[config.mk]
export PLATFORM = sky130hd
export DESIGN_NAME = cvt_fp
export DESIGN_NICKNAME = d
export VERILOG_FILES = /design/src/rtl/cvt_fp_pkg.sv /design/src/rtl/cvt_fp_lzc.sv /design/src/rtl/cvt_fp.sv
export SDC_FILE = /design/constraint.sdc
export NUM_CORES = 1
export LEC_CHECK = 0
export CORE_MARGIN = 3
export CORE_UTILIZATION = 35
export CTS_CLUSTER_SIZE = 24
export DETAILED_ROUTE_END_ITERATION = 16
export GPL_TIMING_DRIVEN = 0
export PLACE_DENSITY_LB_ADDON = 0.2
export SLEW_MARGIN = 20
export SYNTH_ARGS = -nofsm -noshare
export SYNTH_HDL_FRONTEND = slang
export SYNTH_HIERARCHICAL = 1
export SYNTH_SLANG_ARGS = --single-unit
[constraint.sdc]
create_clock -name clk -period 11.89 [get_ports clk]
set_clock_uncertainty 0.1 [all_clocks]
set_input_delay 2.378 -clock clk [delete_from_list [all_inputs] [get_ports clk]]
set_output_delay 2.378 -clock clk [all_outputs]
set_load 0.005 [all_outputs]
[src/rtl/cvt_fp_pkg.sv]
// cvt_fp_pkg: shared definitions for the int<->float converter.
//   - default format widths (32-bit word, 8-bit exponent, 23-bit fraction)
//   - fp_bias(): exponent bias for a given exponent width
//   - INT_MAX / INT_MIN saturation patterns for the default word width
//   - flag_e: encoding of the (mutually exclusive) NaN / INF result flags
//   - float_t: unpacked {sign, exp, frac} view of a default-width float
package cvt_fp_pkg;

  localparam int DEF_LOGWIDTH  = 5;
  localparam int DEF_EXPWIDTH  = 8;
  localparam int DEF_MANTWIDTH = 23;
  localparam int DEF_W         = 2 ** DEF_LOGWIDTH;

  function automatic int fp_bias(input int expwidth);
    return (2 ** (expwidth - 1)) - 1;
  endfunction

  localparam logic [DEF_W-1:0] INT_MAX = {1'b0, {(DEF_W-1){1'b1}}};
  localparam logic [DEF_W-1:0] INT_MIN = {1'b1, {(DEF_W-1){1'b0}}};

  // At most one flag is ever raised, so a single encoded field is enough.
  typedef enum logic [1:0] {
    FLAG_NONE = 2'b00,
    FLAG_NAN  = 2'b01,
    FLAG_INF  = 2'b10
  } flag_e;

  typedef struct packed {
    logic                     sign;
    logic [DEF_EXPWIDTH-1:0]  exp;
    logic [DEF_MANTWIDTH-1:0] frac;
  } float_t;

endpackage

[src/rtl/cvt_fp_lzc.sv]
// cvt_fp_lzc: combinational leading-zero counter.
// Ports:
//   din   in  W            word to scan
//   count out LOGWIDTH+1   number of leading zeros (W when din is zero)
module cvt_fp_lzc #(
  parameter int LOGWIDTH = 5,
  parameter int W        = 2 ** LOGWIDTH
) (
  input  logic [W-1:0]      din,
  output logic [LOGWIDTH:0] count
);

  typedef logic [LOGWIDTH:0] cnt_t;

  // Ascending scan: the highest set bit is the last one to write count.
  always_comb begin
    count = cnt_t'(W);
    for (int i = 0; i < W; i++) begin
      if (din[i]) count = cnt_t'(W - 1 - i);
    end
  end

endmodule

[src/rtl/cvt_fp.sv]
// cvt_fp: registered converter between signed words and IEEE754 floats.
// Ports:
//   clk    in  1  clock, rising edge
//   reset  in  1  synchronous active-high reset (priority over ciENA)
//   diA    in  W  signed integer (ciWay=0) or float pattern (ciWay=1)
//   ciWay  in  1  0 = word-to-float, 1 = float-to-word
//   ciENA  in  1  result registers load only when 1
//   doY    out W  registered result
//   doNAN  out 1  registered flag: float input was NaN
//   doINF  out 1  registered flag: float input infinite / out of integer range
// Build option: define CVT_FP_RNE_EN to make float-to-word round to nearest
// even instead of truncating toward zero.
module cvt_fp
  import cvt_fp_pkg::*;
#(
  parameter int LOGWIDTH  = DEF_LOGWIDTH,
  parameter int EXPWIDTH  = DEF_EXPWIDTH,
  parameter int MANTWIDTH = DEF_MANTWIDTH
) (
  input  logic                     clk,
  input  logic                     reset,
  input  logic [2**LOGWIDTH-1:0]   diA,
  input  logic                     ciWay,
  input  logic                     ciENA,
  output logic [2**LOGWIDTH-1:0]   doY,
  output logic                     doNAN,
  output logic                     doINF
);

  localparam int W    = 2 ** LOGWIDTH;
  localparam int BIAS = fp_bias(EXPWIDTH);

  if (EXPWIDTH + MANTWIDTH + 1 != W) begin : g_bad_format
    $error("cvt_fp: EXPWIDTH+MANTWIDTH+1 must equal 2**LOGWIDTH");
  end
  if (EXPWIDTH < 3) begin : g_bad_expwidth
    $error("cvt_fp: EXPWIDTH must be at least 3");
  end

  typedef logic [EXPWIDTH-1:0]  exp_t;
  typedef logic [LOGWIDTH:0]    sh_t;
  typedef logic [MANTWIDTH:0]   mr_t;

  // Biased exponent of 2**(W-1): top of integer range.
  localparam exp_t EXP_TOP = exp_t'(BIAS + W - 1);

  localparam logic [W-1:0] SAT_POS = {1'b0, {(W-1){1'b1}}};
  localparam logic [W-1:0] SAT_NEG = {1'b1, {(W-1){1'b0}}};

  // ---------------- word to float ----------------
  logic                 w_sign;
  logic [W-1:0]         w_mag;
  logic [LOGWIDTH:0]    w_lzc;
  logic [W-1:0]         w_norm;
  logic [MANTWIDTH-1:0] w_mant;
  logic                 w_guard, w_round, w_sticky, w_round_up;
  mr_t                  w_mant_rnd;
  exp_t                 w_exp;
  logic [W-1:0]         w_result;

  assign w_sign = diA[W-1];
  // -INT_MIN wraps to itself, which read unsigned is the correct magnitude.
  assign w_mag  = w_sign ? -diA : diA;

  cvt_fp_lzc #(.LOGWIDTH(LOGWIDTH), .W(W)) u_lzc (
    .din   (w_mag),
    .count (w_lzc)
  );

  always_comb begin
    w_norm     = w_mag << w_lzc;
    w_mant     = w_norm[W-2 -: MANTWIDTH];
    w_guard    = w_norm[W-2-MANTWIDTH];
    w_round    = w_norm[W-3-MANTWIDTH];
    w_sticky   = |w_norm[W-4-MANTWIDTH:0];
    w_round_up = w_guard & (w_round | w_sticky | w_mant[0]);
    w_mant_rnd = {1'b0, w_mant} + mr_t'(w_round_up);
    // A carry out of the mantissa leaves the fraction all zeros; bump exp.
    w_exp      = EXP_TOP - exp_t'(w_lzc) + exp_t'(w_mant_rnd[MANTWIDTH]);
    // The normalized MSB is clear only for a zero input.
    w_result   = w_norm[W-1] ? {w_sign, w_exp, w_mant_rnd[MANTWIDTH-1:0]} : '0;
  end

  // ---------------- float to word ----------------
  logic                 f_sign;
  exp_t                 f_exp;
  logic [MANTWIDTH-1:0] f_frac;
  logic [W-1:0]         f_aligned;
  sh_t                  f_sh;
  logic [W-1:0]         f_mag;
  logic [W-1:0]         f_result;
  flag_e                f_flag;

  assign f_sign    = diA[W-1];
  assign f_exp     = diA[W-2 -: EXPWIDTH];
  assign f_frac    = diA[MANTWIDTH-1:0];
  // Significand with the hidden one at bit W-1: value = f_aligned >> (W-1-e).
  assign f_aligned = {1'b1, f_frac, {(W-1-MANTWIDTH){1'b0}}};
  // Only meaningful inside the in-range branches below (1..W).
  assign f_sh      = sh_t'(EXP_TOP - f_exp);

`ifdef CVT_FP_RNE_EN
  localparam exp_t EXP_HALF = exp_t'(BIAS - 1);
  logic [2*W-1:0] f_wide;
  logic           f_guard, f_sticky, f_round_up;

  always_comb begin
    f_wide     = {f_aligned, {W{1'b0}}} >> f_sh;
    f_guard    = f_wide[W-1];
    f_sticky   = |f_wide[W-2:0];
    f_round_up = f_guard & (f_sticky | f_wide[W]);
    // Integer part is below 2**(W-1), so the sum fits in W bits.
    f_mag      = f_wide[2*W-1:W] + {{(W-1){1'b0}}, f_round_up};
  end
`else
  assign f_mag = f_aligned >> f_sh;
`endif

  always_comb begin
    f_result = '0;
    f_flag   = FLAG_NONE;
    if (&f_exp) begin
      if (f_frac != '0) begin
        f_result = SAT_POS;
        f_flag   = FLAG_NAN;
      end else begin
        f_result = f_sign ? SAT_NEG : SAT_POS;
        f_flag   = FLAG_INF;
      end
    end else if (f_exp >= EXP_TOP) begin
      if (f_sign && (f_exp == EXP_TOP) && (f_frac == '0)) begin
        f_result = SAT_NEG;   // exactly -2**(W-1) is representable
      end else begin
        f_result = f_sign ? SAT_NEG : SAT_POS;
        f_flag   = FLAG_INF;
      end
`ifdef CVT_FP_RNE_EN
    end else if (f_exp >= EXP_HALF) begin
      if (!f_sign && f_mag[W-1]) begin
        f_result = SAT_POS;   // rounded up past INT_MAX
        f_flag   = FLAG_INF;
      end else begin
        f_result = f_sign ? -f_mag : f_mag;
      end
`else
    end else if (f_exp >= exp_t'(BIAS)) begin
      f_result = f_sign ? -f_mag : f_mag;
`endif
    end
  end

  // ---------------- output registers ----------------
  logic [W-1:0] y_reg, y_next;
  flag_e        flag_reg, flag_next;

  assign y_next    = ciWay ? f_result : w_result;
  assign flag_next = ciWay ? f_flag : FLAG_NONE;

  always_ff @(posedge clk) begin
    if (reset) begin
      y_reg    <= '0;
      flag_reg <= FLAG_NONE;
    end else if (ciENA) begin
      y_reg    <= y_next;
      flag_reg <= flag_next;
    end
  end

  assign doY   = y_reg;
  assign doNAN = (flag_reg == FLAG_NAN);
  assign doINF = (flag_reg == FLAG_INF);

endmodule

==> flow_metrics.tcl <==
set metrics [dict create \
    outcome "finished, final reports clean" \
    finalWirelength_mm 52.3 \
    ant_nets 0 \
    avgSynthCellArea_um2 7.09 \
    clock-root-buffer "clkbuf_16" \
    syn_area_um2 10300 \
    vias 13060 \
    synthCells 1446 \
    dieArea_um2 31400 \
    grt_pass1_wl_mm 77.7 \
    cap_violations 0 \
    hold_depth 2 \
    largest_register_ffs 32 \
    io_buffers 59 \
    syn2layout_area_growth_pct 13.2 \
    ys_warn_count 6 \
    fin_setup_tns_ps 0 \
    worstReg2RegStart "doY[22]" \
    synth-seq-cells 34 \
    vias_per_cell 6.87 \
    dp_hpwl_mm 41.2 \
    post-route-util_pct 40.3 \
    yosysSeqAreaShare_pct 6.64 \
    grt_pass1_vias 12027 \
    ys_top_cells_by_area "dfxtp_1 6.6%, nor2_1 5.2%, mux2i_1 4.8%" \
    slew_headroom_pct 21.2 \
    die_height_um 177 \
    drt_first_pass_iters 6 \
    cts_made_buffers 5 \
    rsz0062_at_grt "false" \
    endpoint_kind "flop" \
    hold-path-endpoint "doY[1]" \
    maxSlewViolCount 0 \
    arrival_ps 11530 \
    start_util_pct 35.6 \
    io_pins 70 \
    critPathRequiredTime_ps 11930 \
    grt_max_degree 13 \
    post-route-period-util_pct 96.6 \
    die_width_um 177 \
    grt_overflow 0 \
    cp_max_fo 10 \
    hold_viol_final 0 \
    power_density_nw_per_um2 93.4 \
    cts_hold_buf 0 \
    r2r_cells 2 \
    insertion_delay_ps 280 \
    netlist.area_leader.share_pct 6.64 \
    register_area_um2 681 \
    slowest_delay_ps 750 \
    hold_class "flop to flop" \
    layout-drive-gt1-share_pct 14.6 \
    drc 0 \
    ir_worst_vdd_uv 50.0 \
    slowest_stage "nor4_2" \
    hold_start "doY[1]" \
    multi_input_area_um2 8860 \
    path_clk_slew_ps 50 \
    synth_top_area_cell "dfxtp_1" \
    rows 62 \
    antenna_found_initial 0 \
    synth_edf_count 0 \
    syn-num-nets 1492 \
    numClockSinks 34 \
    ys_types 117 \
    detail_route.wl_per_cell_um 27.5 \
    cts_buffer_depth 2 \
    grt_use_total_pct 32.1 \
    tightest_slew_ps 1170 \
    fp.coreArea_um2 28800 \
    drt-initial-drc-count 2013 \
    ys_async_sr_fraction_pct 0 \
    max_freq_mhz 87.1 \
    fillers 3087 \
    gp_congestion 0.996 \
    finalNetCount 1562 \
    ys.flop_type "dfxtp_1" \
    cts_tree "built" \
    reg2reg_to "doY[22]" \
    crit_type "input port to flop" \
    period_needed_ps 11490 \
    power.leakage_nw 3.97 \
    setup_viol 0 \
    cts_max_level 2 \
    r2r_setup_slack_ps 10660 \
    crit_path_start_kind "input port" \
    cp_common_cell "nor3_1" \
]
-- synth_stat cells, types with 10 or more instances --
library cell and n:
nand2b_1 17, and3_1 10, o31ai_1 26, a211oi_1 17, dfxtp_1 34, xor2_1 25
ha_1 10, o21ai_0 70, or3_1 19, xnor2_1 40, a21oi_1 92, nor4_1 32
a31oi_1 23, buf_4 14, nor3_1 58, or4_1 12, clkbuf_1 64, buf_2 37
nand3_1 45, mux2i_1 49, a22oi_1 17, a221oi_1 16, buf_1 10, nand2_1 128
o22ai_1 29, mux4_2 19, inv_1 37, a211o_1 12, nand4_1 24, or2_2 13
mux2_2 36, nor2b_1 17, o211ai_1 18, nor2_1 142, and2_1 15
-- per-layer routing --
layer,up-vias,part of all wire (%),global-route usage (%)
li1,5726,-,-
met1,6385,42,44.5
met2,816,45,51.7
met3,133,8.3,3.22
met4,0,4.5,11.7
met5,-,0,0
-- cell type report --
class | instances | area share (%)
clock inverter | 1 | 0.0431
tap | 384 | 4.14
antenna | 1 | 0.0216
inverter | 38 | 1.23
buffer | 134 | 5.83
sequential | 34 | 5.86
clock buffer | 7 | 1.23
timing repair buffer | 63 | 5.34
multi-input combinational | 1240 | 76.3
-- worst max path at each step --
stage,from,endpoint,slack [ps]
after floorplan,diA[31],doY[28],3030
after global placement,diA[0],doY[27],-930
after detailed placement,diA[0],doY[27],-410
after CTS,diA[0],doY[27],90
after global routing,diA[0],doY[27],20
final,diA[15],doY[27],400
-- logic make-up after synthesis --
| logic type | share of synthesized area [%] |
|---|---|
| DFF | 6.64 |
| xor gates and xnor gates | 5.98 |
| buffers and inverters | 7.92 |
| adders and majority gates | 1.22 |
| and+or+nand+nor | 31.5 |
| AOI/OAI and AO/OA | 33.3 |
| muxes | 13.4 |
-- power by group --
part | internal, mW | total (mW) | switching [mW] | leakage, nW
clock network | 0.0830 | 0.130 | 0.0472 | 0.0739
registers | 0.125 | 0.132 | 0.00712 | 0.278
logic | 0.286 | 0.822 | 0.537 | 3.62
total | 0.494 | 1.08 | 0.591 | 3.97
-- per-stage QoR --
| step | cell area [um2] | power (mW) | hold WS [ps] | instances | worst slack (ps) |
|---|---|---|---|---|---|
| 2_1_floorplan | 10300 | 0.650 | 350 | 1446 | 3030 |
| 3_3_place_gp | 11300 | 0.918 | 359 | 1889 | -934 |
| 3_5_place_dp | 11300 | 0.915 | 356 | 1890 | -412 |
| 4_1_cts | 11500 | 1.05 | 366 | 1898 | 88.1 |
| 5_1_grt | 11600 | 1.14 | 392 | 1901 | 20.4 |
| 6_report | 11600 | 1.08 | 361 | 1902 | 405 |
-- worst max-delay path, delay by kind of cell --
family,cells,cell delay [ps]
simple gates,12,3380
compound gates,8,2800
buf+inv,5,2000
xor+xnor,2,670
fa+ha+maj,1,250
-- repair_timing --
| action | 4_1_cts | 5_1_grt |
|---|---|---|
| resized for setup | 4 | 19 |
| pin swaps | 0 | 1 |
| endpoints found under the setup margin | 2 | 8 |
| setup buffers | 0 | 3 |
-- placed cells by master, fill, tap and decap left out, drive strengths merged, types with 15 or more instances in the layout --
cell type,synthesis,routed
nand3,47,47
a211oi,19,19
a31oi,23,23
clkbuf,64,72
a21oi,92,92
nand2b,17,17
and2,15,15
or3,19,19
mux2,38,38
a22oi,18,18
inv,37,37
dfxtp,34,34
nor2b,17,17
nand2,130,130
buf,70,73
o31ai,28,28
mux4,20,20
nor2,142,142
a221oi,21,21
o21ai,75,75
o22ai,29,29
xnor2,42,42
clkdlybuf4s50,0,59
nor4,40,40
xor2,25,25
o211ai,18,18
nor3,61,61
mux2i,49,49
nand4,27,27
Note: power is estimated with default switching activity, not from simulation.
